`src/rtl/ram_prg_arbiter_if.sv`:
```
// Simple single-port RAM style bus shared by the core side and the RAM side
// of ram_prg_arbiter.
interface ram_prg_arbiter_if #(
  parameter int unsigned ADDR_W = 8,
  parameter int unsigned DATA_W = 8
);
  logic              read;
  logic              write;
  logic [ADDR_W-1:0] addr;
  logic [DATA_W-1:0] wdata;
  logic [DATA_W-1:0] rdata;

  modport master (output read, output write, output addr, output wdata, input rdata);
  modport slave  (input read, input write, input addr, input wdata, output rdata);
endinterface

```
`src/rtl/ram_prg_arbiter.sv`:
```
// Arbitrates the TinyRAM port between the core bus and the serial programming
// loader; halts the core while a loading session is active.
module ram_prg_arbiter #(
  parameter int unsigned SYNC_STAGES = 2,
  parameter int unsigned ADDR_W      = 8,
  parameter int unsigned DATA_W      = 8
) (
  input  logic                     clk,
  input  logic                     nreset,
  input  logic                     prg,
  input  logic                     ser_din,
  input  logic                     ser_clk,
  input  logic                     ser_latch,
  ram_prg_arbiter_if.slave         core,
  ram_prg_arbiter_if.master        ram,
  output logic                     core_halt,
  output logic                     prg_busy,
  output logic [7:0]               prg_count,
  output logic [7:0]               prg_csum,
  output logic                     prg_err
);

  localparam int unsigned WORD_W = ADDR_W + DATA_W;

  typedef enum logic [1:0] {RUN, DRAIN, LOAD, RELEASE} state_t;

  state_t                          state;
  logic [SYNC_STAGES-1:0][3:0]     sync_q;
  logic                            din_s, sclk_s, latch_s, prg_s;
  logic                            sclk_prev, latch_prev;
  logic                            shift_edge, latch_edge;
  logic [WORD_W-1:0]               shreg;
  logic [WORD_W-1:0]               pend_word;
  logic                            pending;
  logic                            busy_q;
  logic                            wr_q;
  logic [ADDR_W-1:0]               addr_q;
  logic [DATA_W-1:0]               data_q;

  assign {prg_s, latch_s, sclk_s, din_s} = sync_q[SYNC_STAGES-1];
  assign shift_edge = sclk_s & ~sclk_prev;
  assign latch_edge = latch_s & ~latch_prev;

  always_ff @(posedge clk or negedge nreset) begin
    if (!nreset) begin
      state      <= RUN;
      sync_q     <= '0;
      sclk_prev  <= 1'b0;
      latch_prev <= 1'b0;
      shreg      <= '0;
      pend_word  <= '0;
      pending    <= 1'b0;
      busy_q     <= 1'b0;
      wr_q       <= 1'b0;
      addr_q     <= '0;
      data_q     <= '0;
      prg_count  <= '0;
      prg_csum   <= '0;
      prg_err    <= 1'b0;
    end else begin
      sync_q     <= {sync_q[SYNC_STAGES-2:0], {prg, ser_latch, ser_clk, ser_din}};
      sclk_prev  <= sclk_s;
      latch_prev <= latch_s;
      wr_q       <= 1'b0;

      case (state)
        RUN: begin
          if (prg_s) begin
            state  <= DRAIN;
            busy_q <= 1'b1;
          end
        end
        DRAIN: begin
          prg_err   <= 1'b0;
          prg_count <= '0;
          prg_csum  <= '0;
          shreg     <= '0;
          state     <= LOAD;
        end
        LOAD: begin
          if (shift_edge) shreg <= {shreg[WORD_W-2:0], din_s};
          if (pending && !wr_q) begin
            wr_q      <= 1'b1;
            addr_q    <= pend_word[WORD_W-1 -: ADDR_W];
            data_q    <= pend_word[DATA_W-1:0];
            pending   <= 1'b0;
            prg_count <= prg_count + 8'd1;
            prg_csum  <= prg_csum + 8'(pend_word[DATA_W-1:0]);
          end
          // A latch arriving together with prg falling still gets written
          // before the session closes, so it also blocks the exit.
          if (latch_edge) begin
            pend_word <= shreg;
            pending   <= 1'b1;
          end
          if (!prg_s && !pending && !wr_q && !latch_edge) state <= RELEASE;
        end
        RELEASE: begin
          state  <= RUN;
          busy_q <= 1'b0;
        end
        default: state <= RUN;
      endcase

      if (latch_edge && state != LOAD) prg_err <= 1'b1;
    end
  end

  always_comb begin
    if (state == RUN) begin
      ram.read  = core.read;
      ram.write = core.write;
      ram.addr  = core.addr;
      ram.wdata = core.wdata;
    end else begin
      ram.read  = 1'b0;
      ram.write = wr_q;
      ram.addr  = addr_q;
      ram.wdata = data_q;
    end
  end

  assign core.rdata = ram.rdata;
  assign core_halt  = busy_q;
  assign prg_busy   = busy_q;

endmodule

```
`src/flat_wrapper.sv`:
```
// flat-port wrapper written by rule: the top's interface ports become plain ports
module ram_prg_arbiter_flat 
#(
  parameter int unsigned SYNC_STAGES = 2,
  parameter int unsigned ADDR_W      = 8,
  parameter int unsigned DATA_W      = 8
)
  (clk, nreset, prg, ser_din, ser_clk, ser_latch, core_halt, prg_busy, prg_count, prg_csum, prg_err, core_read, core_write, core_addr, core_wdata, core_rdata, ram_read, ram_write, ram_addr, ram_wdata, ram_rdata);
  ram_prg_arbiter_if #(.ADDR_W(ADDR_W), .DATA_W(DATA_W)) core_i ();
  ram_prg_arbiter_if #(.ADDR_W(ADDR_W), .DATA_W(DATA_W)) ram_i ();
  input  logic clk;
  input  logic nreset;
  input  logic prg;
  input  logic ser_din;
  input  logic ser_clk;
  input  logic ser_latch;
  output logic core_halt;
  output logic prg_busy;
  output logic [7:0] prg_count;
  output logic [7:0] prg_csum;
  output logic prg_err;
  input wire logic [$bits(core_i.read)-1:0] core_read;
  input wire logic [$bits(core_i.write)-1:0] core_write;
  input wire logic [$bits(core_i.addr)-1:0] core_addr;
  input wire logic [$bits(core_i.wdata)-1:0] core_wdata;
  output wire logic [$bits(core_i.rdata)-1:0] core_rdata;
  output wire logic [$bits(ram_i.read)-1:0] ram_read;
  output wire logic [$bits(ram_i.write)-1:0] ram_write;
  output wire logic [$bits(ram_i.addr)-1:0] ram_addr;
  output wire logic [$bits(ram_i.wdata)-1:0] ram_wdata;
  input wire logic [$bits(ram_i.rdata)-1:0] ram_rdata;
  assign core_i.read = core_read;
  assign core_i.write = core_write;
  assign core_i.addr = core_addr;
  assign core_i.wdata = core_wdata;
  assign core_rdata = core_i.rdata;
  assign ram_read = ram_i.read;
  assign ram_write = ram_i.write;
  assign ram_addr = ram_i.addr;
  assign ram_wdata = ram_i.wdata;
  assign ram_i.rdata = ram_rdata;
  ram_prg_arbiter #(.SYNC_STAGES(SYNC_STAGES), .ADDR_W(ADDR_W), .DATA_W(DATA_W)) u_core (.clk(clk), .nreset(nreset), .prg(prg), .ser_din(ser_din), .ser_clk(ser_clk), .ser_latch(ser_latch), .core(core_i), .ram(ram_i), .core_halt(core_halt), .prg_busy(prg_busy), .prg_count(prg_count), .prg_csum(prg_csum), .prg_err(prg_err));
endmodule
```
`config.mk`:
```
export PLATFORM = sky130hd
export DESIGN_NAME = ram_prg_arbiter_flat
export DESIGN_NICKNAME = d
export VERILOG_FILES = /design/src/rtl/ram_prg_arbiter_if.sv /design/src/rtl/ram_prg_arbiter.sv /design/src/flat_wrapper.sv
export SDC_FILE = /design/constraint.sdc
export NUM_CORES = 1
export LEC_CHECK = 0
export CORE_MARGIN = 3
export CORE_UTILIZATION = 51
export CTS_CLUSTER_SIZE = 8
export DETAILED_ROUTE_END_ITERATION = 8
export GPL_TIMING_DRIVEN = 0
export MAX_ROUTING_LAYER = met4
export PLACE_DENSITY = 0.85
export SYNTH_ARGS = -nofsm -noshare
export SYNTH_HDL_FRONTEND = slang
export SYNTH_SLANG_ARGS = --single-unit
```
`constraint.sdc`:
```
create_clock -name clk -period 2.5 [get_ports clk]
set_input_delay 0.25 -clock clk [delete_from_list [all_inputs] [get_ports clk]]
set_output_delay 0.25 -clock clk [all_outputs]
set_load 0.01 [all_outputs]
```
==> metrics.cfg <==
[run_status]
status=finished, final reports clean

[floorplanning]
rows=30
die_area_mm2=0.00817
core_area_mm2=0.00683
ios=77
fp.dieW_um=90.4
fp.dieH_um=90.4
start_util_pct=53.1

[finish]
syn2layout_area_growth_pct=29.7
fillers=499
nets=469
diodes=0
final_util_pct=68.9
drive_gt1_share_pct=15.9

[logic_synthesis]
ys_seq_elements=80
syn-instance-count=341
synth.cell_area_mm2=0.00363
avgSynthCellArea_um2=10.6
syn_nets=386
ys_types=39
yosysSeqAreaShare_pct=55.2
yosysWarningCount=0

[route]
detail_route.wl_per_cell_um=15.2
top_layer=met4
vias=2776
wl_met3_um=416
drc=0
drt_iter0_drc=189
final_antenna_net_count=0
dr.pass1.iters=4
met2RoutedLength_mm=4.08
drt_wl_total_mm=8.00
met1Wirelength_mm=3.28
via_per_inst=5.29

[power]
p_per_area_mw_per_mm2=836
total_leakage_power_nw=2.41
ir_worst_vdd_mv=0.420

[timing]
rsz0062_at_grt=false
fin_skew_ns=0.0101
hold_ws_ns=0.316
drv_slew=0
finalHoldViolations=0
worstMarginPinSlew_ns=0.488
setup_viol=0
max_freq_ghz=0.418
slew-limit-headroom_pct=67.4
min_period_ns=2.39
min_period_over_period_pct=95.7

[placement]
portBuffers=68
hpwl_mm=5.85
place_congestion=0.900

[cts]
cts_buffer_depth=2
clock-sinks=80
cts_tree=done
clk_latency_ns=0.35
htree_levels=3
clockRootBuffer=clkbuf_8
cts_made_buffers=9
clk_pin_slew_ns=0.08

[grt]
grt_pass1_vias=2880
grt_antenna_before_repair=0
grt_pass1_wl_mm=13.6
track_usage_pct=21.2
grt_max_degree=63
grt_overflow_total=0

[worst_setup_path]
cp.required_ns=2.25
crit_type=reg -> out
start_kind=flop
end_kind=primary output
crit_arrival_ns=2.14
critical_path.max_fanout=10

[flow_run]
drv_cap=0

[min_path]
hp-class=in -> async

[per-stage QoR]
step / TNS [ns] / power [mW] / worst slack [ns] / cell area [um2] / cells
5_1_grt: 0 / 4.14 / 0.0106 / 4710 / 525
3_3_place_gp: -117.95 / 2.82 / -1.48 / 4430 / 505
6_report: 0 / 3.93 / 0.107 / 4710 / 525
3_5_place_dp: -0.607 / 2.90 / -0.0837 / 4460 / 506
2_1_floorplan: 0 / 2.31 / 0.534 / 3630 / 341
4_1_cts: 0 / 3.88 / 0.0188 / 4680 / 523
[registers in the layout (all words and copies together) (netlist names)]
register,cells
u_core.addr_q,8
u_core.core_halt,1
u_core.data_q,8
u_core.din_s,1
u_core.latch_prev,1
u_core.latch_s,1
u_core.pend_word,16
u_core.pending,1
u_core.prg_count,8
u_core.prg_csum,8
u_core.prg_err,1
u_core.prg_s,1
u_core.sclk_prev,1
u_core.sclk_s,1
u_core.shreg,16
u_core.state,2
u_core.sync_q,4
u_core.wr_q,1
[worst max-delay path, stage by stage, from the launching register on]
cell and delay [ns]:
dfrtp_1 0.41, inv_1 0.10, ha_1 0.19, buf_6 0.13, buf_6 0.15, mux2_2 0.34
clkdlybuf4s50_1 0.48
[cell usage in the layout, fill, tap and decap left out, types with 2 or more instances in the layout]
master / instances
nand2_1: 96
dfrtp_1: 80
clkdlybuf4s50_1: 66
mux2_2: 25
nand3_1: 24
o21ai_0: 15
clkbuf_1: 12
ha_1: 12
buf_4: 11
clkbuf_8: 11
mux2_4: 9
nor2_1: 9
inv_1: 8
xor2_1: 6
buf_6: 4
a21oi_1: 4
xnor2_1: 3
and3_1: 3
a21o_1: 2
a211oi_1: 2
nand4_1: 2
clkinv_2: 2
[final timing paths]
kind                                 endpoint  slack [ns]  cells past startpoint                from
hold / removal               u_core.data_q[5]        0.32                      2              nreset
max in group asynchronous     u_core.shreg[5]        1.61                      3              nreset
min in group clk             u_core.sync_q[0]        0.33                      1             ser_din
setup / recovery                 ram_wdata[5]        0.11                      6     u_core.state[1]
hold reg to reg                 u_core.sclk_s        0.35                      0    u_core.sync_q[1]
setup reg to reg           u_core.prg_csum[7]        0.28                      7  u_core.prg_csum[1]
[power by group]
group / switching (mW) / leakage (nW) / internal (mW)
combinational: 0.684 / 1.22 / 0.733
clock: 0.449 / 0.103 / 0.514
sequential: 0.123 / 1.08 / 1.43
total: 1.26 / 2.41 / 2.68
[layout make-up]
type / instances / area [um2] / area share [%]
clock inverter: 3 / 40.0 / 0.850
multi-input combinational: 228 / 1450 / 30.9
tap: 96 / 120 / 2.55
inverter: 10 / 37.5 / 0.797
sequential: 80 / 2000 / 42.5
buffer: 23 / 150 / 3.19
timing repair buffer: 72 / 746 / 15.8
clock buffer: 13 / 159 / 3.37
[what timing repair did]
| action | in CTS | in global routing |
|---|---|---|
| hold buffers | 1 | 0 |
| hold endpoints to repair | 18 | 0 |
| gates resized for setup | 5 | 1 |
| buffers inserted | 0 | 2 |
| cloned | 0 | 0 |
| setup endpoints to repair | 9 | 8 |
[synth_stat cells]
cell type,instances,area (um2)
fa_1,1,20.0
nand4_1,2,12.5
buf_6,2,22.5
a22oi_1,1,7.51
xor2_1,6,52.6
mux2i_1,1,10.0
o41ai_2,1,16.3
mux2_2,25,282
a21oi_1,4,20.0
o21bai_1,1,7.51
a22o_1,1,8.76
a21o_1,2,15.0
a211oi_1,2,15.0
o21ai_1,1,5.00
or3_1,1,6.26
buf_1,1,3.75
clkbuf_1,10,37.5
nor3_1,1,5.00
mux2_4,9,135
nor2b_1,1,6.26
o32ai_1,1,8.76
nand3_1,24,120
buf_4,9,67.6
nand3b_1,1,7.51
clkinv_1,1,3.75
nor2_1,9,33.8
xnor2_1,3,26.3
and3_1,3,18.8
o221ai_1,1,8.76
ha_1,12,150
buf_2,1,5.00
dfrtp_1,80,2000
o211ai_1,1,7.51
inv_2,1,3.75
or2_2,1,6.26
nand2_1,96,360
and2_1,1,6.26
o21ai_0,15,75.1
inv_1,8,30.0
[kinds of logic after synthesis]
logic type                 share of synthesized area [%]
xor gates and xnor gates                            2.17
DFF                                                 55.2
adders and majority gates                           4.69
and+or+nand+nor                                     16.1
muxes                                               11.8
buffers and inverters                               4.79
AOI/OAI and AO/OA                                   5.38
[routing by layer]
layer,track usage (%),vias to the layer above
met5,-,-
met4,11.0,0
met3,4.33,17
met2,35.0,94
met1,24.6,1373
li1,-,1292
Note: power is estimated with default switching activity, not from simulation.
